===== src/rtl/mem_port_arbiter_if.sv =====
// rtl/mem_port_arbiter_if.sv - fetch/data request ports, memory command bus and stall lines
// slave is the arbiter's view; master is the pipeline and memory side.
interface mem_port_arbiter_if #(
  parameter int ADDR_W = 32,
  parameter int DATA_W = 32
);
  logic                  if_req;
  logic [ADDR_W-1:0]     if_addr;
  logic                  if_gnt;
  logic                  if_rvalid;
  logic [DATA_W-1:0]     if_rdata;

  logic                  dm_req;
  logic                  dm_we;
  logic [DATA_W/8-1:0]   dm_be;
  logic [ADDR_W-1:0]     dm_addr;
  logic [DATA_W-1:0]     dm_wdata;
  logic                  dm_gnt;
  logic                  dm_rvalid;
  logic [DATA_W-1:0]     dm_rdata;

  logic                  flush;

  logic                  mem_en;
  logic                  mem_we;
  logic [DATA_W/8-1:0]   mem_be;
  logic [ADDR_W-1:0]     mem_addr;
  logic [DATA_W-1:0]     mem_wdata;
  logic [DATA_W-1:0]     mem_rdata;

  logic                  stall_fetch;
  logic                  stall_mem;

  modport slave (
    input  if_req, if_addr, dm_req, dm_we, dm_be, dm_addr, dm_wdata, flush, mem_rdata,
    output if_gnt, if_rvalid, if_rdata, dm_gnt, dm_rvalid, dm_rdata,
    output mem_en, mem_we, mem_be, mem_addr, mem_wdata, stall_fetch, stall_mem
  );

  modport master (
    output if_req, if_addr, dm_req, dm_we, dm_be, dm_addr, dm_wdata, flush, mem_rdata,
    input  if_gnt, if_rvalid, if_rdata, dm_gnt, dm_rvalid, dm_rdata,
    input  mem_en, mem_we, mem_be, mem_addr, mem_wdata, stall_fetch, stall_mem
  );
endinterface


===== src/rtl/mem_port_arbiter.sv =====
// rtl/mem_port_arbiter.sv - single-port memory arbiter between fetch and data stages
// One outstanding transaction of fixed latency; data side wins unless fetch has starved.
module mem_port_arbiter #(
  parameter int ADDR_W     = 32,
  parameter int DATA_W     = 32,
  parameter int LATENCY    = 1,
  parameter int STARVE_MAX = 4
) (
  input  logic             clk,
  input  logic             rst_n,
  mem_port_arbiter_if.slave bus
);
  localparam int CNT_W = (LATENCY < 2) ? 1 : $clog2(LATENCY + 1);
  localparam int STV_W = (STARVE_MAX < 2) ? 1 : $clog2(STARVE_MAX + 1);

  typedef enum logic {S_IDLE = 1'b0, S_WAIT = 1'b1} state_t;
  typedef enum logic {OWN_IF = 1'b0, OWN_DM = 1'b1} owner_t;

  state_t            state, state_nxt;
  owner_t            owner, owner_nxt;
  logic [CNT_W-1:0]  cnt, cnt_nxt;
  logic [STV_W-1:0]  starve, starve_nxt;
  logic              kill, kill_nxt;
  logic              store_q, store_nxt;
  logic              if_rvalid_q, if_rvalid_nxt;
  logic              dm_rvalid_q, dm_rvalid_nxt;
  logic [DATA_W-1:0] if_rdata_q, if_rdata_nxt;
  logic [DATA_W-1:0] dm_rdata_q, dm_rdata_nxt;
  logic              grant_if, grant_dm;
  logic              if_req_eff, contested;

  assign if_req_eff = bus.if_req & ~bus.flush;
  assign contested  = bus.dm_req & if_req_eff;

  always_comb begin
    state_nxt     = state;
    owner_nxt     = owner;
    cnt_nxt       = cnt;
    starve_nxt    = starve;
    kill_nxt      = kill;
    store_nxt     = store_q;
    if_rvalid_nxt = 1'b0;
    dm_rvalid_nxt = 1'b0;
    if_rdata_nxt  = if_rdata_q;
    dm_rdata_nxt  = dm_rdata_q;
    grant_if      = 1'b0;
    grant_dm      = 1'b0;

    case (state)
      S_IDLE: begin
        kill_nxt = 1'b0;
        // rst_n gating keeps grants and mem_en low while reset is held
        if (rst_n) begin
          if (bus.dm_req && !(contested && starve == STV_W'(STARVE_MAX))) begin
            grant_dm = 1'b1;
          end else if (if_req_eff) begin
            grant_if = 1'b1;
          end
        end
        if (grant_dm || grant_if) begin
          state_nxt = S_WAIT;
          cnt_nxt   = CNT_W'(1);
          owner_nxt = grant_dm ? OWN_DM : OWN_IF;
          store_nxt = grant_dm & bus.dm_we;
        end
        if (grant_if) begin
          starve_nxt = '0;
        end else if (grant_dm && contested && starve != STV_W'(STARVE_MAX)) begin
          starve_nxt = starve + STV_W'(1);
        end
      end
      S_WAIT: begin
        if (owner == OWN_IF && bus.flush) begin
          kill_nxt = 1'b1;
        end
        if (cnt == CNT_W'(LATENCY)) begin
          state_nxt = S_IDLE;
          kill_nxt  = 1'b0;
          if (owner == OWN_DM) begin
            dm_rvalid_nxt = 1'b1;
            dm_rdata_nxt  = store_q ? '0 : bus.mem_rdata;
          end else if (!(kill || bus.flush)) begin
            // a flush in the final wait cycle still counts as killing the fetch
            if_rvalid_nxt = 1'b1;
            if_rdata_nxt  = bus.mem_rdata;
          end
        end else begin
          cnt_nxt = cnt + CNT_W'(1);
        end
      end
      default: state_nxt = S_IDLE;
    endcase
  end

  always_ff @(posedge clk or negedge rst_n) begin
    if (!rst_n) begin
      state       <= S_IDLE;
      owner       <= OWN_IF;
      cnt         <= '0;
      starve      <= '0;
      kill        <= 1'b0;
      store_q     <= 1'b0;
      if_rvalid_q <= 1'b0;
      dm_rvalid_q <= 1'b0;
      if_rdata_q  <= '0;
      dm_rdata_q  <= '0;
    end else begin
      state       <= state_nxt;
      owner       <= owner_nxt;
      cnt         <= cnt_nxt;
      starve      <= starve_nxt;
      kill        <= kill_nxt;
      store_q     <= store_nxt;
      if_rvalid_q <= if_rvalid_nxt;
      dm_rvalid_q <= dm_rvalid_nxt;
      if_rdata_q  <= if_rdata_nxt;
      dm_rdata_q  <= dm_rdata_nxt;
    end
  end

  assign bus.if_gnt    = grant_if;
  assign bus.dm_gnt    = grant_dm;
  assign bus.if_rvalid = if_rvalid_q;
  assign bus.dm_rvalid = dm_rvalid_q;
  assign bus.if_rdata  = if_rdata_q;
  assign bus.dm_rdata  = dm_rdata_q;

  assign bus.mem_en    = grant_if | grant_dm;
  assign bus.mem_we    = grant_dm & bus.dm_we;
  assign bus.mem_be    = grant_dm ? bus.dm_be : (grant_if ? '1 : '0);
  assign bus.mem_addr  = grant_dm ? bus.dm_addr : (grant_if ? bus.if_addr : '0);
  assign bus.mem_wdata = grant_dm ? bus.dm_wdata : '0;

  assign bus.stall_fetch = rst_n & ((bus.if_req & ~grant_if) | (state == S_WAIT && owner == OWN_IF));
  assign bus.stall_mem   = rst_n & ((bus.dm_req & ~grant_dm) | (state == S_WAIT && owner == OWN_DM));
endmodule

===== src/flat_wrapper.sv =====
// flat-port wrapper written by rule: the top's interface ports become plain ports
module mem_port_arbiter_flat 
#(
  parameter int ADDR_W     = 32,
  parameter int DATA_W     = 32,
  parameter int LATENCY    = 1,
  parameter int STARVE_MAX = 4
)
  (clk, rst_n, bus_if_req, bus_if_addr, bus_dm_req, bus_dm_we, bus_dm_be, bus_dm_addr, bus_dm_wdata, bus_flush, bus_mem_rdata, bus_if_gnt, bus_if_rvalid, bus_if_rdata, bus_dm_gnt, bus_dm_rvalid, bus_dm_rdata, bus_mem_en, bus_mem_we, bus_mem_be, bus_mem_addr, bus_mem_wdata, bus_stall_fetch, bus_stall_mem);
  mem_port_arbiter_if #(.ADDR_W(ADDR_W), .DATA_W(DATA_W)) bus_i ();
  input  logic clk;
  input  logic rst_n;
  input wire logic [$bits(bus_i.if_req)-1:0] bus_if_req;
  input wire logic [$bits(bus_i.if_addr)-1:0] bus_if_addr;
  input wire logic [$bits(bus_i.dm_req)-1:0] bus_dm_req;
  input wire logic [$bits(bus_i.dm_we)-1:0] bus_dm_we;
  input wire logic [$bits(bus_i.dm_be)-1:0] bus_dm_be;
  input wire logic [$bits(bus_i.dm_addr)-1:0] bus_dm_addr;
  input wire logic [$bits(bus_i.dm_wdata)-1:0] bus_dm_wdata;
  input wire logic [$bits(bus_i.flush)-1:0] bus_flush;
  input wire logic [$bits(bus_i.mem_rdata)-1:0] bus_mem_rdata;
  output wire logic [$bits(bus_i.if_gnt)-1:0] bus_if_gnt;
  output wire logic [$bits(bus_i.if_rvalid)-1:0] bus_if_rvalid;
  output wire logic [$bits(bus_i.if_rdata)-1:0] bus_if_rdata;
  output wire logic [$bits(bus_i.dm_gnt)-1:0] bus_dm_gnt;
  output wire logic [$bits(bus_i.dm_rvalid)-1:0] bus_dm_rvalid;
  output wire logic [$bits(bus_i.dm_rdata)-1:0] bus_dm_rdata;
  output wire logic [$bits(bus_i.mem_en)-1:0] bus_mem_en;
  output wire logic [$bits(bus_i.mem_we)-1:0] bus_mem_we;
  output wire logic [$bits(bus_i.mem_be)-1:0] bus_mem_be;
  output wire logic [$bits(bus_i.mem_addr)-1:0] bus_mem_addr;
  output wire logic [$bits(bus_i.mem_wdata)-1:0] bus_mem_wdata;
  output wire logic [$bits(bus_i.stall_fetch)-1:0] bus_stall_fetch;
  output wire logic [$bits(bus_i.stall_mem)-1:0] bus_stall_mem;
  assign bus_i.if_req = bus_if_req;
  assign bus_i.if_addr = bus_if_addr;
  assign bus_i.dm_req = bus_dm_req;
  assign bus_i.dm_we = bus_dm_we;
  assign bus_i.dm_be = bus_dm_be;
  assign bus_i.dm_addr = bus_dm_addr;
  assign bus_i.dm_wdata = bus_dm_wdata;
  assign bus_i.flush = bus_flush;
  assign bus_i.mem_rdata = bus_mem_rdata;
  assign bus_if_gnt = bus_i.if_gnt;
  assign bus_if_rvalid = bus_i.if_rvalid;
  assign bus_if_rdata = bus_i.if_rdata;
  assign bus_dm_gnt = bus_i.dm_gnt;
  assign bus_dm_rvalid = bus_i.dm_rvalid;
  assign bus_dm_rdata = bus_i.dm_rdata;
  assign bus_mem_en = bus_i.mem_en;
  assign bus_mem_we = bus_i.mem_we;
  assign bus_mem_be = bus_i.mem_be;
  assign bus_mem_addr = bus_i.mem_addr;
  assign bus_mem_wdata = bus_i.mem_wdata;
  assign bus_stall_fetch = bus_i.stall_fetch;
  assign bus_stall_mem = bus_i.stall_mem;
  mem_port_arbiter #(.ADDR_W(ADDR_W), .DATA_W(DATA_W), .LATENCY(LATENCY), .STARVE_MAX(STARVE_MAX)) u_core (.clk(clk), .rst_n(rst_n), .bus(bus_i));
endmodule

===== config.mk =====
export PLATFORM = sky130hd
export DESIGN_NAME = mem_port_arbiter_flat
export DESIGN_NICKNAME = d
export VERILOG_FILES = /design/src/rtl/mem_port_arbiter_if.sv /design/src/rtl/mem_port_arbiter.sv /design/src/flat_wrapper.sv
export SDC_FILE = /design/constraint.sdc
export NUM_CORES = 1
export LEC_CHECK = 0
export BUFFER_PORTS_ARGS = -buffer_cell sky130_fd_sc_hd__buf_4
export CAP_MARGIN = 5
export CORE_MARGIN = 2
export CORE_UTILIZATION = 35
export DETAILED_ROUTE_END_ITERATION = 8
export PLACE_DENSITY = 0.69
export SLEW_MARGIN = 40
export SYNTH_ARGS = -nofsm -noshare
export SYNTH_HDL_FRONTEND = slang
export SYNTH_SLANG_ARGS = --single-unit

===== constraint.sdc =====
create_clock -name clk -period 5.5 [get_ports clk]
set_clock_uncertainty 0.15 [all_clocks]
set_input_delay 0.825 -clock clk [delete_from_list [all_inputs] [get_ports clk]]
set_output_delay 0.825 -clock clk [all_outputs]
set_load 0.02 [all_outputs]

## Word level (Yosys, flattened, before mapping)

Cells that the tools add are included.

- Logic and storage cells: 82
- Output and inout port bits: 140
- Input port bits: 138
- Bits in registers: 74

- Bitwise logic cells: 17
- Reductions and logical operators: 15
- Equal/unequal tests: 4
- Muxes and demuxes: 34
- Add/subtract/negate cells: 2

Operators by type and width:

| kind | number |
|---|---|
| $mux 32 | 4 |
| $mux 1 | 23 |
| $and 1x1->1 | 8 |
| $mux 4 | 2 |
| $logic_and 1x1->1 | 7 |
| $mux 3 | 2 |
| $ne 3x3->1 const B | 2 |
| $not 1->1 | 6 |
| $pmux 1 s2 | 3 |
| $reduce_and 2->1 | 2 |
| $reduce_and 4->1 | 1 |
| $add 3x1->3 const B | 1 |
| $eq 3x3->1 const B | 1 |
| $or 1x1->1 | 3 |
| $reduce_and 3->1 | 1 |
| $logic_or 1x1->1 | 2 |
| $ne 2x1->1 const B | 1 |
| $reduce_bool 2->1 | 1 |
| $add 1x1->1 const B | 1 |
| $logic_not 1->1 | 1 |

## Logic depth before layout (Yosys ltp)

- Depth in word-level cells: 14
- Mapped depth: 7
- Depth with buffers taken out: 5

## Least setup slack after synthesis

Ideal clock, no wire load.

- Kind: in2out
- Start point: in bus_flush
- End point: out bus_mem_addr[22]
- Required time: 4.525 ns
- Setup slack: 2.569 ns
- Arrival: 1.956 ns
- Cell stages on the path: 5
- Buffers on the path: 2
- Cells stage by stage: and4b_1 -> buf_6 -> nand2b_4 -> clkbuf_1 -> o21ai_0

- Longest elaborated chain between the ends: 12
- Elaborated cells on any way between the ends: 17
- Classes of those cells: mux (11); bitwise (3); reduce/logical (3)

Ends and longest elaborated chain:

| item | line | text |
|---|---|---|
| start: declaration | flat_wrapper.sv:20 | `input wire logic [$bits(bus_i.flush)-1:0] bus_flush;` |
| $not 1->1 * | mem_port_arbiter.sv:32 | `assign if_req_eff = bus.if_req & ~bus.flush;` |
| $and 1x1->1 * | mem_port_arbiter.sv:32 |  |
| $and 1x1->1 | mem_port_arbiter.sv:33 | `assign contested = bus.dm_req & if_req_eff;` |
| $logic_and 1x1->1 | mem_port_arbiter.sv:54 | `if (bus.dm_req && !(contested && starve == STV_W'(STARVE_MAX))) begin` |
| $logic_not 1->1 | mem_port_arbiter.sv:54 |  |
| $logic_and 1x1->1 | mem_port_arbiter.sv:54 |  |
| $mux 1 | mem_port_arbiter.sv:54 |  |
| $mux 1 | mem_port_arbiter.sv:53 | `if (rst_n) begin` |
| $mux 1 (2 in series) | mem_port_arbiter.sv:49 | `case (state)` |
| $mux 32 | mem_port_arbiter.sv:131 | `assign bus.mem_addr = grant_dm ? bus.dm_addr : (grant_if ? bus.if_addr : '0);` |
| $mux 32 * | mem_port_arbiter.sv:131 |  |
| end: declaration | flat_wrapper.sv:31 | `output wire logic [$bits(bus_i.mem_addr)-1:0] bus_mem_addr;` |

Mark *: on every way between the ends. The rest lies on a longest branch, timed or not. The select of a mux whose other input is x is not followed.

## Worst setup path in the final report

- Start point: reg u_core.starve[0]
- End point: out bus_mem_wdata[1]

- Longest elaborated chain between the ends: 9

Ends and longest elaborated chain:

| item | line | text |
|---|---|---|
| start: declaration | mem_port_arbiter.sv:22 | `logic [STV_W-1:0] starve, starve_nxt;` |
| start signal: assignment | mem_port_arbiter.sv:111 | `starve <= starve_nxt;` |
| $eq 3x3->1 | mem_port_arbiter.sv:54 |  |
| $logic_and 1x1->1 | mem_port_arbiter.sv:54 |  |
| $logic_not 1->1 | mem_port_arbiter.sv:54 |  |
| $logic_and 1x1->1 | mem_port_arbiter.sv:54 |  |
| $mux 1 | mem_port_arbiter.sv:54 |  |
| $mux 1 | mem_port_arbiter.sv:53 |  |
| $mux 1 (2 in series) | mem_port_arbiter.sv:49 |  |
| $mux 32 | mem_port_arbiter.sv:132 | `assign bus.mem_wdata = grant_dm ? bus.dm_wdata : '0;` |
| end: declaration | flat_wrapper.sv:32 | `output wire logic [$bits(bus_i.mem_wdata)-1:0] bus_mem_wdata;` |

No other way between the ends. The select of a mux whose other input is x is not followed.

==> flow_summary_export.csv <==
group,metric,value,unit
route,wirelength,13100,um
logic_synthesis,synth_edf_count,0,
critical_path,required,4.53,ns
run,maxCapViolCount,0,
placement,gp_congestion,0.778,
grt,globalRouteOverflowTotal,0,
clocking,insertion_delay,0.33,ns
floorplan,die_h,112,um
pwr,p_sw_frac,0.351,
finish,fin_nets,814,
logic_synthesis,synthesis.nets,559,
finish,layout-drive-gt1-share,0.496,
critical_path,worstPathArrival,2.55,ns
route,viasPerCell,4.89,
status,status,"finished, final reports clean",
worst_hold_path,min_path_type,"flop to flop",
grt,grt_start_max_net_pins,79,
sta,final_hold_viol_count,0,
placement,placedCellCount,806,
sta,rsz0062_at_grt,"false",
floorplan,dieArea,12500,um2
clocking,cts_buffer_depth,2,
pwr,p_comb_frac,0.410,
clocking,cts_buffers,9,
logic_synthesis,async_reset_ff_frac,1.00,
clocking,cts_resized,0,
clocking,cts_sinks,74,
finish,area_growth,59.5,%
pwr,power_density,375,nW/um2
critical_path,rrSetupSlack,3.32,ns
placement,place_ws,2.00,ns
clocking,cts_setup_buffers,0,
pwr,p_seq_frac,0.344,
pwr,pwr-share-clk,0.246,
worst_hold_path,min_path_cells,2,
logic_synthesis,yosysSeqAreaShare,0.456,
worst_hold_path,hp-start,"u_core.bus.dm_rdata[12]",
placement,port-buffer-count,277,
pwr,power_switching,853,uW
pwr,intPower,1.58,mW
sta,finalCritPeriodShare,0.641,
clocking,path_clk_slew,0.06,ns
sta,slew_headroom,0.476,
sta,setup_violations,0,
route,dr.pass1.iters,6,
sta,worst_pin_slew,0.786,ns
pwr,peakVddDrop,0.000276,V
logic_synthesis,yosys_warnings,0,
pwr,fin_total_pwr,2.43,mW
route,ant_nets,0,
route,drc_errors,0,
finish,diodes,0,
sta,fin_crit,3.53,ns
sta,hold_ws,0.332,ns
logic_synthesis,synth_flop_cell,"dfrtp_1",
grt,grt_pass1_vias,4088,
critical_path,worstSetupEndpointType,"output pin",
logic_synthesis,synth-seq-cells,74,
logic_synthesis,synth_area,4060,um2
floorplan,initial_core_util,0.357,
critical_path,cp_max_fo,35,
critical_path,r2r_start,"u_core.state",
logic_synthesis,syn_inst,419,
grt,grtUsageTotal,0.205,
floorplan,die_width,112,um
logic_synthesis,avgSynthCellArea,9.70,um2
sta,drv_slew,0,
floorplan,rows,39,
route,wire_per_inst,15.9,um
sta,max_freq,283,MHz
finish,fin_cells,822,
placement,dp_hpwl,9680,um
critical_path,reg2reg_depth,3,
clocking,cts.root.buffer_cell,"clkbuf_16",
logic_synthesis,ys_types,33,
sta,fin_ws,1.97,ns
critical_path,crit_type,"flop to output pin",
sta,tns,0,ns
clocking,cts.htree.levels,3,
grt,grt_pass1_wl,20900,um
clocking,ctsHoldBuffers,0,
pwr,p_leak,3.28,nW
critical_path,timing.rr.end,"u_core.bus.if_rdata[1]",
grt,antenna_found_initial,0,
critical_path,startpoint_type,"flop",
route,first_iter_violations,235,
worst_hold_path,hold_end,"u_core.bus.dm_rdata[12]",
floorplan,core,11400,um2
clocking,tritoncts,"yes",
route,routed-via-count,4020,
floorplan,io_pins,278,
[placed cells by master (no fill, tap or decap), types with 2 or more instances in the layout]
cell type	count
ha_1	2
a21o_1	5
o211ai_1	32
clkbuf_16	9
inv_1	6
nand2b_1	33
clkinvlp_4	2
inv_6	3
dfrtp_1	73
nor2_1	4
a21oi_1	2
mux2_4	29
and2_1	33
o21ai_0	65
buf_6	2
mux2_2	3
buf_4	280
nand2_1	73
o21ai_1	4
[flip-flops by register name (all words and copies together), names as in the netlist]
register,count
u_core.state,1
u_core.store_q,1
u_core.owner,1
u_core.bus.if_rvalid,1
u_core.cnt,1
u_core.starve,3
u_core.bus.dm_rdata,32
u_core.bus.dm_rvalid,1
u_core.kill,1
u_core.bus.if_rdata,32
[worst max-delay path: stages, from the launching register on]
cell,delay [ns]
dfrtp_1,0.37
inv_1,0.07
ha_1,0.23
and4b_1,0.21
buf_4,0.24
nor3b_4,0.54
buf_6,0.26
and2_1,0.16
buf_4,0.14
[power by group through the flow]
stage | Combinational (mW) | Sequential, mW | Clock (mW)
6_report | 0.996 | 0.836 | 0.598
5_1_grt | 1.07 | 0.860 | 0.634
4_1_cts | 1.01 | 0.837 | 0.611
3_5_place_dp | 1.00 | 0.845 | 0
3_3_place_gp | 0.989 | 0.836 | 0
2_1_floorplan | 0.344 | 1.02 | 0
[kinds of logic (layout without fill, tap and decap cells)]
family	count (synthesis)	count (layout)	share of synthesized area
buffers and inverters	44	304	0.0585
AO/OA/AOI/OAI	113	113	0.165
multiplexers	32	32	0.115
adder cells (fa/ha/maj)	2	2	0.00616
flip-flops	74	74	0.456
AND/OR/NAND/NOR	154	154	0.199
[worst max path at each step]
| stage | from | end | cells past startpoint |
|---|---|---|---|
| after floorplan | bus_flush | bus_mem_addr[22] | 5 |
| after global placement | bus_flush | bus_mem_wdata[20] | 6 |
| after detailed placement | bus_flush | bus_mem_wdata[1] | 7 |
| after CTS | u_core.starve[0] | bus_mem_wdata[1] | 8 |
| after global routing | u_core.starve[0] | bus_mem_wdata[1] | 8 |
| final | u_core.starve[0] | bus_mem_wdata[1] | 8 |
[per-stage QoR]
step            util  cell area, um2
6_report       0.570            6480
5_1_grt        0.570            6480
4_1_cts        0.570            6480
3_5_place_dp   0.543            6170
3_3_place_gp   0.541            6150
2_1_floorplan      -            4060
[metal layers]
metal / part of all wire / vias up / global-route usage
met5: 0 / - / 0
met4: 0.017 / 0 / 0.0576
met3: 0.069 / 18 / 0.0474
met2: 0.49 / 188 / 0.343
met1: 0.42 / 1875 / 0.267
li1: - / 1939 / -
[layout make-up]
type                            instances  area (um2)
Clock buffer                           10         239
Clock inverter                          6        71.3
Fill cell                             974        4890
Inverter                                6        22.5
Multi-Input combinational cell        301        1990
Sequential cell                        74        1850
Tap cell                              143         179
Timing Repair Buffer                  282        2120
[cell usage after synthesis, drive strengths merged, types with 4 or more instances]
cell type,number,area (um2)
and2,33,206
clkbuf,22,82.6
nor2,4,15.0
dfrtp,74,1850
inv,6,22.5
o211ai,32,240
nand2,73,274
mux2,32,469
a21o,5,37.5
o21ai,69,345
buf,16,133
nand2b,34,220
(Power assumes the default switching activity.)
